File: src/rtl/avalon_note_master.sv
// Purpose: Avalon-MM write master turning note-on/off events into synth register writes
//          (FREQ, AMP1, AMP0, KEY per voice), with an 8-voice allocation table.
// Latency: note-on 4 writes in cycles 2-5, ready again in cycle 6; matched note-off 1 write,
//          ready in cycle 3; unmatched note-off ready in cycle 2 (plus any waitrequest cycles).
// Backpressure: EV_READY low while an event is in flight; AVM_WAITREQUEST stalls the FSM with
//               address/data held stable.
// Ports:
//   CLK, RESET (sync, active-low)       clock / reset
//   EV_VALID/EV_READY/EV_ON/EV_NOTE/    event handshake and payload
//   EV_AMP1/EV_AMP0
//   AVM_ADDR/AVM_BYTE_EN/AVM_WRITE/     Avalon-MM write master (no reads)
//   AVM_CS/AVM_WRITEDATA/AVM_WAITREQUEST
//   VOICE_BUSY                          per-voice active flag
//   DROP_COUNT                          unmatched note-offs, saturating
module avalon_note_master #(
  parameter int VOICES    = 8,
  parameter int KEY_BASE  = 32,
  parameter int FREQ_BASE = 40,
  parameter int AMP1_BASE = 48,
  parameter int AMP0_BASE = 56
) (
  input  logic              CLK,
  input  logic              RESET,
  input  logic              EV_VALID,
  output logic              EV_READY,
  input  logic              EV_ON,
  input  logic [6:0]        EV_NOTE,
  input  logic [15:0]       EV_AMP1,
  input  logic [15:0]       EV_AMP0,
  output logic [5:0]        AVM_ADDR,
  output logic [3:0]        AVM_BYTE_EN,
  output logic              AVM_WRITE,
  output logic              AVM_CS,
  output logic [31:0]       AVM_WRITEDATA,
  input  logic              AVM_WAITREQUEST,
  output logic [VOICES-1:0] VOICE_BUSY,
  output logic [15:0]       DROP_COUNT
);

  localparam int VW = (VOICES > 1) ? $clog2(VOICES) : 1;

  typedef enum logic [2:0] {
    IDLE, LOOKUP, WR_FREQ, WR_AMP1, WR_AMP0, WR_KEY
  } state_t;

  state_t            state_q, state_d;
  logic              ev_on_q, ev_on_d;
  logic [6:0]        note_q, note_d;
  logic [15:0]       amp1_q, amp1_d;
  logic [15:0]       amp0_q, amp0_d;
  logic [VW-1:0]     voice_q, voice_d;
  logic [VW-1:0]     steal_q, steal_d;
  logic [VOICES-1:0] act_q, act_d;
  logic [6:0]        vnote_q [VOICES];
  logic [6:0]        vnote_d [VOICES];
  logic [15:0]       drop_q, drop_d;
  logic              ready_q, ready_d;
  logic              wr_q, wr_d;
  logic [5:0]        addr_q, addr_d;
  logic [31:0]       data_q, data_d;

  // Table search: the loop runs high-to-low so the lowest index wins.
  logic          hit, free;
  logic [VW-1:0] hit_idx, free_idx;

  always_comb begin
    hit      = 1'b0;
    hit_idx  = '0;
    free     = 1'b0;
    free_idx = '0;
    for (int i = VOICES - 1; i >= 0; i--) begin
      if (act_q[i] && (vnote_q[i] == note_q)) begin
        hit     = 1'b1;
        hit_idx = VW'(i);
      end
      if (!act_q[i]) begin
        free     = 1'b1;
        free_idx = VW'(i);
      end
    end
  end

  always_comb begin
    state_d = state_q;
    ev_on_d = ev_on_q;
    note_d  = note_q;
    amp1_d  = amp1_q;
    amp0_d  = amp0_q;
    voice_d = voice_q;
    steal_d = steal_q;
    act_d   = act_q;
    vnote_d = vnote_q;
    drop_d  = drop_q;
    ready_d = 1'b0;
    wr_d    = 1'b0;
    addr_d  = addr_q;
    data_d  = data_q;

    case (state_q)
      IDLE: begin
        if (EV_VALID && ready_q) begin
          ev_on_d = EV_ON;
          note_d  = EV_NOTE;
          amp1_d  = EV_AMP1;
          amp0_d  = EV_AMP0;
          state_d = LOOKUP;
        end
      end
      LOOKUP: begin
        if (ev_on_q) begin
          if (hit) begin
            voice_d = hit_idx;
          end else if (free) begin
            voice_d = free_idx;
          end else begin
            voice_d = steal_q;
            steal_d = (steal_q == VW'(VOICES - 1)) ? '0 : steal_q + 1'b1;
          end
          state_d = WR_FREQ;
        end else if (hit) begin
          voice_d = hit_idx;
          state_d = WR_KEY;
        end else begin
          if (drop_q != 16'hFFFF) drop_d = drop_q + 16'd1;
          state_d = IDLE;
        end
      end
      WR_FREQ: if (!AVM_WAITREQUEST) state_d = WR_AMP1;
      WR_AMP1: if (!AVM_WAITREQUEST) state_d = WR_AMP0;
      WR_AMP0: if (!AVM_WAITREQUEST) state_d = WR_KEY;
      WR_KEY: begin
        if (!AVM_WAITREQUEST) begin
          // Gate write done: the voice now reflects this event.
          act_d[voice_q] = ev_on_q;
          if (ev_on_q) vnote_d[voice_q] = note_q;
          state_d = IDLE;
        end
      end
      default: state_d = IDLE;
    endcase

    // Bus outputs are registered from the next state so they line up with the WR_* cycles.
    ready_d = (state_d == IDLE);
    case (state_d)
      WR_FREQ: begin
        wr_d   = 1'b1;
        addr_d = 6'(FREQ_BASE) + 6'(voice_d);
        data_d = {25'b0, note_d};
      end
      WR_AMP1: begin
        wr_d   = 1'b1;
        addr_d = 6'(AMP1_BASE) + 6'(voice_d);
        data_d = {16'b0, amp1_d};
      end
      WR_AMP0: begin
        wr_d   = 1'b1;
        addr_d = 6'(AMP0_BASE) + 6'(voice_d);
        data_d = {16'b0, amp0_d};
      end
      WR_KEY: begin
        wr_d   = 1'b1;
        addr_d = 6'(KEY_BASE) + 6'(voice_d);
        data_d = {31'b0, ev_on_d};
      end
      default: wr_d = 1'b0;
    endcase
  end

  always_ff @(posedge CLK) begin
    if (!RESET) begin
      state_q <= IDLE;
      ev_on_q <= 1'b0;
      note_q  <= '0;
      amp1_q  <= '0;
      amp0_q  <= '0;
      voice_q <= '0;
      steal_q <= '0;
      act_q   <= '0;
      for (int i = 0; i < VOICES; i++) vnote_q[i] <= '0;
      drop_q  <= '0;
      ready_q <= 1'b0;
      wr_q    <= 1'b0;
      addr_q  <= '0;
      data_q  <= '0;
    end else begin
      state_q <= state_d;
      ev_on_q <= ev_on_d;
      note_q  <= note_d;
      amp1_q  <= amp1_d;
      amp0_q  <= amp0_d;
      voice_q <= voice_d;
      steal_q <= steal_d;
      act_q   <= act_d;
      vnote_q <= vnote_d;
      drop_q  <= drop_d;
      ready_q <= ready_d;
      wr_q    <= wr_d;
      addr_q  <= addr_d;
      data_q  <= data_d;
    end
  end

  assign EV_READY      = ready_q;
  assign AVM_WRITE     = wr_q;
  assign AVM_CS        = wr_q;
  assign AVM_BYTE_EN   = {4{wr_q}};
  assign AVM_ADDR      = addr_q;
  assign AVM_WRITEDATA = data_q;
  assign VOICE_BUSY    = act_q;
  assign DROP_COUNT    = drop_q;

endmodule

File: config.mk
export PLATFORM = sky130hd
export DESIGN_NAME = avalon_note_master
export DESIGN_NICKNAME = d
export VERILOG_FILES = /design/src/rtl/avalon_note_master.sv
export SDC_FILE = /design/constraint.sdc
export NUM_CORES = 1
export LEC_CHECK = 0
export BUFFER_PORTS_ARGS = -buffer_cell sky130_fd_sc_hd__buf_4
export CAP_MARGIN = 20
export CORE_MARGIN = 5
export CORE_UTILIZATION = 45
export DETAILED_ROUTE_END_ITERATION = 8
export PLACE_DENSITY = 0.77
export SYNTH_ARGS = -nofsm -noshare
export SYNTH_HDL_FRONTEND = slang
export SYNTH_SLANG_ARGS = --single-unit
File: constraint.sdc
create_clock -name CLK -period 2.7 [get_ports CLK]
set_input_delay 0.54 -clock CLK [delete_from_list [all_inputs] [get_ports CLK]]
set_output_delay 0.54 -clock CLK [all_outputs]
set_load 0.03 [all_outputs]
# [Word level (Yosys, flattened, before mapping)]
# Index checks and enable logic that the tools add are counted.
[totals] register_bits=169 word_cells=137
[op_classes] n_addsub=6 magnitude_cmp=4 eq_ne=19 muxes=63 bitwise_logic=5 reduce_logical=19
[ops] op="32-bit case mux with 4 select lines" count=1
[ops] op="3-bit 2-to-1 mux" count=29
[ops] op="16-bit 2-to-1 mux" count=4
[ops] op="56-bit bitwise mux" count=1
[ops] op="7-bit equality test" count=8
[ops] op="6-bit case mux with 4 select lines" count=1
[ops] op="7-bit demux with 3-bit select" count=1
[ops] op="7-bit 2-to-1 mux" count=3
[ops] op="1-bit 2-to-1 mux" count=20
[ops] op="3-bit case mux with 6 select lines" count=1
[ops] op="16-bit by 1-bit adder with 16-bit output, second input constant" count=1
[ops] op="16-bit inequality test, second input constant" count=1
[ops] op="3-bit equality test, second input constant" count=5
[ops] op="6-bit by 3-bit adder with 6-bit output, first input constant" count=2
[ops] op="3-bit by 2-bit equality test with 1-bit output, second input constant" count=4
[ops] op="1-bit logical AND" count=11
[ops] op="8-bit bitwise mux" count=1
[ops] op="4-bit AND reduction" count=2
[ops] op="5-bit by 4-bit adder with 6-bit output, first input constant" count=1
[ops] op="3-bit zero test" count=2
[ops] op="4-bit by 4-bit adder with 5-bit output, first input constant" count=1
[ops] op="4-bit greater-or-equal comparator, second input constant" count=1
[ops] op="3-bit by 4-bit < comparator with 1-bit output, second input constant" count=1
[ops] op="4-bit by 1-bit < comparator with 1-bit output, second input constant" count=1
[ops] op="10 further kinds" count=13

# [Depth between registers and ports, before layout]
[depth] word_depth=16 depth_mapped=11

# [Worst setup path after synthesis]
# OpenSTA, ideal clock, no wires.
[synth_path] kind="register -> register" start="reg drop_q[3] (netlist: DROP_COUNT[3])" end="reg drop_q[1] (netlist: DROP_COUNT[1])" setup_ps=70 arrival_time_ps=2212 slack_ps=417 stages_incl_launch_ff=10 path_buffers=2 period_less_slack_ps=2283 path_cell_list="dfxtp_1 -> and4_1 -> nand4_1 -> nor3_1 -> nand4_1 -> nor2_1 -> clkbuf_1 -> buf_2 -> o21ai_0 -> a21oi_1"
[synth_via] elab_chain_cells=2
[synth_lines] element="start: declaration" line="56" source="logic [15:0] drop_q, drop_d;"
[synth_lines] element="start signal: assignment" line="195" source="drop_q <= drop_d;"
[synth_lines] element="16-bit inequality test" line="124" source="if (drop_q != 16'hFFFF) drop_d = drop_q + 16'd1;"
[synth_lines] element="4-bit AND reduction (no source line)"
# Every way passes these cells.
# A chain may end at the register's enable or synchronous reset.

# [Worst setup path after layout]
[layout_path] start="reg note_q[0]" end="reg data_q[1] (netlist: AVM_WRITEDATA[1])"
[layout_via] elab_chain_cells=15 elab_cells_between_ends=33 classes_between="eq/ne: 12; mux: 12; reduce/logical: 9"
[layout_lines] element="start: declaration" line="48" source="logic [6:0] note_q, note_d;"
[layout_lines] element="start signal: assignment" line="188" source="note_q <= note_d;"
[layout_lines] element="7-bit equality test" line="72" source="if (act_q[i] && (vnote_q[i] == note_q)) begin"
[layout_lines] element="1-bit logical AND" line="72"
[layout_lines] element="1-bit 2-to-1 mux (7 in a row)" line="72"
[layout_lines] element="1-bit 2-to-1 mux *" line="72"
[layout_lines] element="3-bit 2-to-1 mux *" line="120" source="end else if (hit) begin"
[layout_lines] element="3-bit 2-to-1 mux *" line="110" source="if (ev_on_q) begin"
[layout_lines] element="3-bit case mux with 6 select lines *" line="99" source="case (state_q)"
[layout_lines] element="3-bit equality test / 3-bit by 2-bit equality test with 1-bit output (equally long branches)" line="144" source="case (state_d)"
[layout_lines] element="32-bit case mux with 4 select lines / 4-bit nonzero test (equally long branches)"
[layout_lines] element="end signal: assignment" line="199" source="data_q <= data_d;"
[layout_lines] element="end: declaration" line="60" source="logic [31:0] data_q, data_d;"
# Mark *: on every way between the ends. The rest lies on a longest branch, timed or not. The select of a mux whose other input is x is not followed.

==> metrics.txt <==
Switching Fraction=23.6%; CP max-delay cell=nor4_4; DRC Markers=0; Synth cell types=60; ant diodes=0; register area share after synthesis=43.5%; sequential power share=44.5%; Area contributors post-synth=dfxtp_1 44%, mux2i_1 13%, xnor2_1 7.1%, nor2_1 6.3%, buf_4 3.6%; First-pass DRT Iterations=5; worst-skew pair later-pin latency=0.43 ns; Tot GR Track Use=18.9%; CP Capture Type=flop; Hold Path Stages=3; row cnt=45; final instance area=8590 um2; pre-CTS setup slack=0.195 ns; asr flop ratio synth=0%; GR met1 Demand/Resource=24.7%; Max-slew headroom=53.3%; unrepaired setup endpoints after global routing=no; CP Cell Sequence=buf_12, xnor2_1, nand4_1, nor2_1, nor4_4, a211o_1, nand3_2, o221a_2; Post-CTS Setup Inserts=0; commonest non-fill, non-tap cell in the layout=dfxtp_1; Die ar.=18200 um2; H-tree level count=4; Slew @ Worst Pin=0.697 ns; final worst slack=0.335 ns; Routed Antenna Nets=0; Int Power=3.97 mW; Syn Std Cell Area=7040 um2; Synth Instances=765; Net count, final=899; Fin Hold WS=0.371 ns; share of cells above drive strength 1=19.7%; clock network power share=48.0%; EDFF count, synth=0; Synth Warn #=0; Initial Util=46.1%; Comb pwr share=7.5%; peak fanout along the critical path=16; post-synthesis register bit count=153; met3 GRT Util=5.55%; Vias/cell=5.41; clk slew on worst S/H paths=0.06 ns; met2 usage=29.7%; first-pass GRT wire length=27600 um; status=finished, final reports clean; hold endpoint=amp0_q[15]$_SDFF_PN0_; Core Util, Final=56.3%; area grow syn2layout=22.0%; Top FF cell, synth=dfxtp_1; Peak VDD IR=0.430 mV; arrival time worst endpoint=2.68 ns; GRT overflow=0; required time of the critical path=3.02 ns; wirelength, routed=17200 um; GRT busiest layer=met2; CP Class=reg -> reg; setup TNS=0 ns; setup slack, reg-to-reg=0.34 ns; CP Buf/Inv Count=1; Avg WL per Cell=16.0 um; reg2reg end=AVM_WRITEDATA[1]$_SDFFE_PN0P_; post-CTS sizing=0; vias in the first global route=5458; final setup violation count=0; Hold Vio Cnt, Final=0; Top delay family on crit path=simple AND/OR/NAND/NOR gates; Final Cycle Share=87.6%; HP Class=in -> reg; Ports=113; mean area per synthesized cell=9.20 um2; final RePlAce weighted congestion=0.861; initial antenna violation count=0; clock skew=0.0125 ns; hold_buf cts=0; Core Region=15300 um2; vias=5817; Fmax=0.423 GHz; DP Area=7970 um2; worst r2r path cells=8; IO Port Bufs=96; pin count of the biggest net entering global routing=45; share of the synthesized area in the top cell type=43.5%; Filler cells=1313; DRT iter0 DRCs=519; Max Root-Sink Buffers=2; CP startpoint kind=flop; final HPWL from detailed placement=11700 um; most frequent cells in the layout=153 x dfxtp_1, 119 x nor2_1, 117 x buf_4, 93 x mux2i_1, 57 x xnor2_1; die height=135 um; Leak=3.40 nW; Sw Pwr=1.23 mW; die width=135 um; clk sinks=153; worst hold start=EV_AMP0[15]; cell area power density=604 nW/um2; Max Slew Vio Count=0; Worst R2R Start=note_q[0]$_SDFF_PN0_; Tmin final=2.36 ns; cts bufs inserted=17; Root Buffer=clkbuf_16; max-cap viol count=0; CP peak stage delay=0.38 ns; area leader, netlist=dfxtp_1; CTS tree=built
==> cell type report <==
cell class / instances / area, um2 / share of cell area [%]
Multi-Input combinational cell: 545 / 3590 / 41.8
Timing Repair Buffer: 124 / 1020 / 11.9
Clock inverter: 12 / 160 / 1.86
Inverter: 11 / 42.5 / 0.495
Sequential cell: 153 / 3060 / 35.6
Clock buffer: 20 / 457 / 5.32
Tap cell: 211 / 264 / 3.07
==> kinds of logic (layout without fill, tap and decap cells) <==
family / after synthesis / count (layout) / synth area share [%]
muxes: 93 / 93 / 13.2
DFF: 153 / 153 / 43.5
AOI/OAI and AO/OA: 118 / 118 / 11.4
other: 1 / 16 / 0.0533
adders and majority gates: 3 / 3 / 0.533
and+or+nand+nor: 257 / 257 / 17.7
xor gates and xnor gates: 58 / 58 / 7.22
buffers and inverters: 82 / 167 / 6.43
==> sequential cells by signal, summed over array words and instances, names as in the netlist, 3 cells and up <==
signal / cells
vnote_q: 56
AVM_WRITEDATA: 16
DROP_COUNT: 16
amp0_q: 16
amp1_q: 16
VOICE_BUSY: 8
note_q: 7
AVM_ADDR: 6
state_q: 3
steal_q: 3
voice_q: 3
==> cell usage after synthesis, drive strengths merged (3+ instances only) <==
| cell type | instances |
|---|---|
| a21oi | 37 |
| a22o | 10 |
| a22oi | 6 |
| a31oi | 6 |
| and3 | 3 |
| buf | 43 |
| clkbuf | 28 |
| dfxtp | 153 |
| ha | 3 |
| inv | 11 |
| mux2i | 93 |
| nand2 | 47 |
| nand2b | 7 |
| nand3 | 10 |
| nand4 | 27 |
| nor2 | 120 |
| nor2b | 3 |
| nor3 | 10 |
| nor4 | 4 |
| o21a | 4 |
| o21ai | 6 |
| o221ai | 5 |
| o22ai | 11 |
| o31ai | 12 |
| or2 | 3 |
| or3 | 4 |
| or4 | 10 |
| xnor2 | 57 |
==> through the flow <==
stage / power (mW) / instances
after global placement: 2.74 / 1044
after detailed placement: 2.75 / 1044
final: 5.19 / 1076
after global routing: 5.36 / 1076
after CTS: 5.23 / 1076
after floorplan: 2.64 / 780
==> how the worst max path moves through the flow <==
stage / from / end / slack [ns] / cells after the start
floorplan: DROP_COUNT[3]$_SDFFE_PN0P_ / DROP_COUNT[1]$_SDFFE_PN0P_ / 0.42 / 9
global placement: note_q[5]$_SDFF_PN0_ / AVM_WRITEDATA[5]$_SDFFE_PN0P_ / 0.24 / 8
detailed placement: note_q[0]$_SDFF_PN0_ / AVM_WRITEDATA[1]$_SDFFE_PN0P_ / 0.20 / 8
CTS: note_q[0]$_SDFF_PN0_ / AVM_WRITEDATA[1]$_SDFFE_PN0P_ / 0.14 / 8
global route: note_q[0]$_SDFF_PN0_ / DROP_COUNT[3]$_SDFFE_PN0P_ / 0.18 / 9
finish: note_q[0]$_SDFF_PN0_ / AVM_WRITEDATA[1]$_SDFFE_PN0P_ / 0.34 / 8
==> worst min-delay path, stage by stage <==
cell     delay (ns)
buf_4          0.08
mux2i_1        0.07
nor2_1         0.08
==> power by group through the flow <==
| stage | registers, mW | clock network [mW] | logic (mW) |
|---|---|---|---|
| floorplan | 2.36 | 0 | 0.276 |
| global placement | 2.36 | 0 | 0.383 |
| detailed placement | 2.36 | 0 | 0.385 |
| CTS | 2.31 | 2.53 | 0.388 |
| global route | 2.32 | 2.62 | 0.420 |
| finish | 2.31 | 2.49 | 0.388 |
==> layer usage <==
layer,up-vias,wire length [um]
li1,2832,-
met4,0,386
met3,32,1280
met1,2738,7450
met2,215,8110
met5,-,0
No activity file was read; power rests on OpenSTA's default activity.
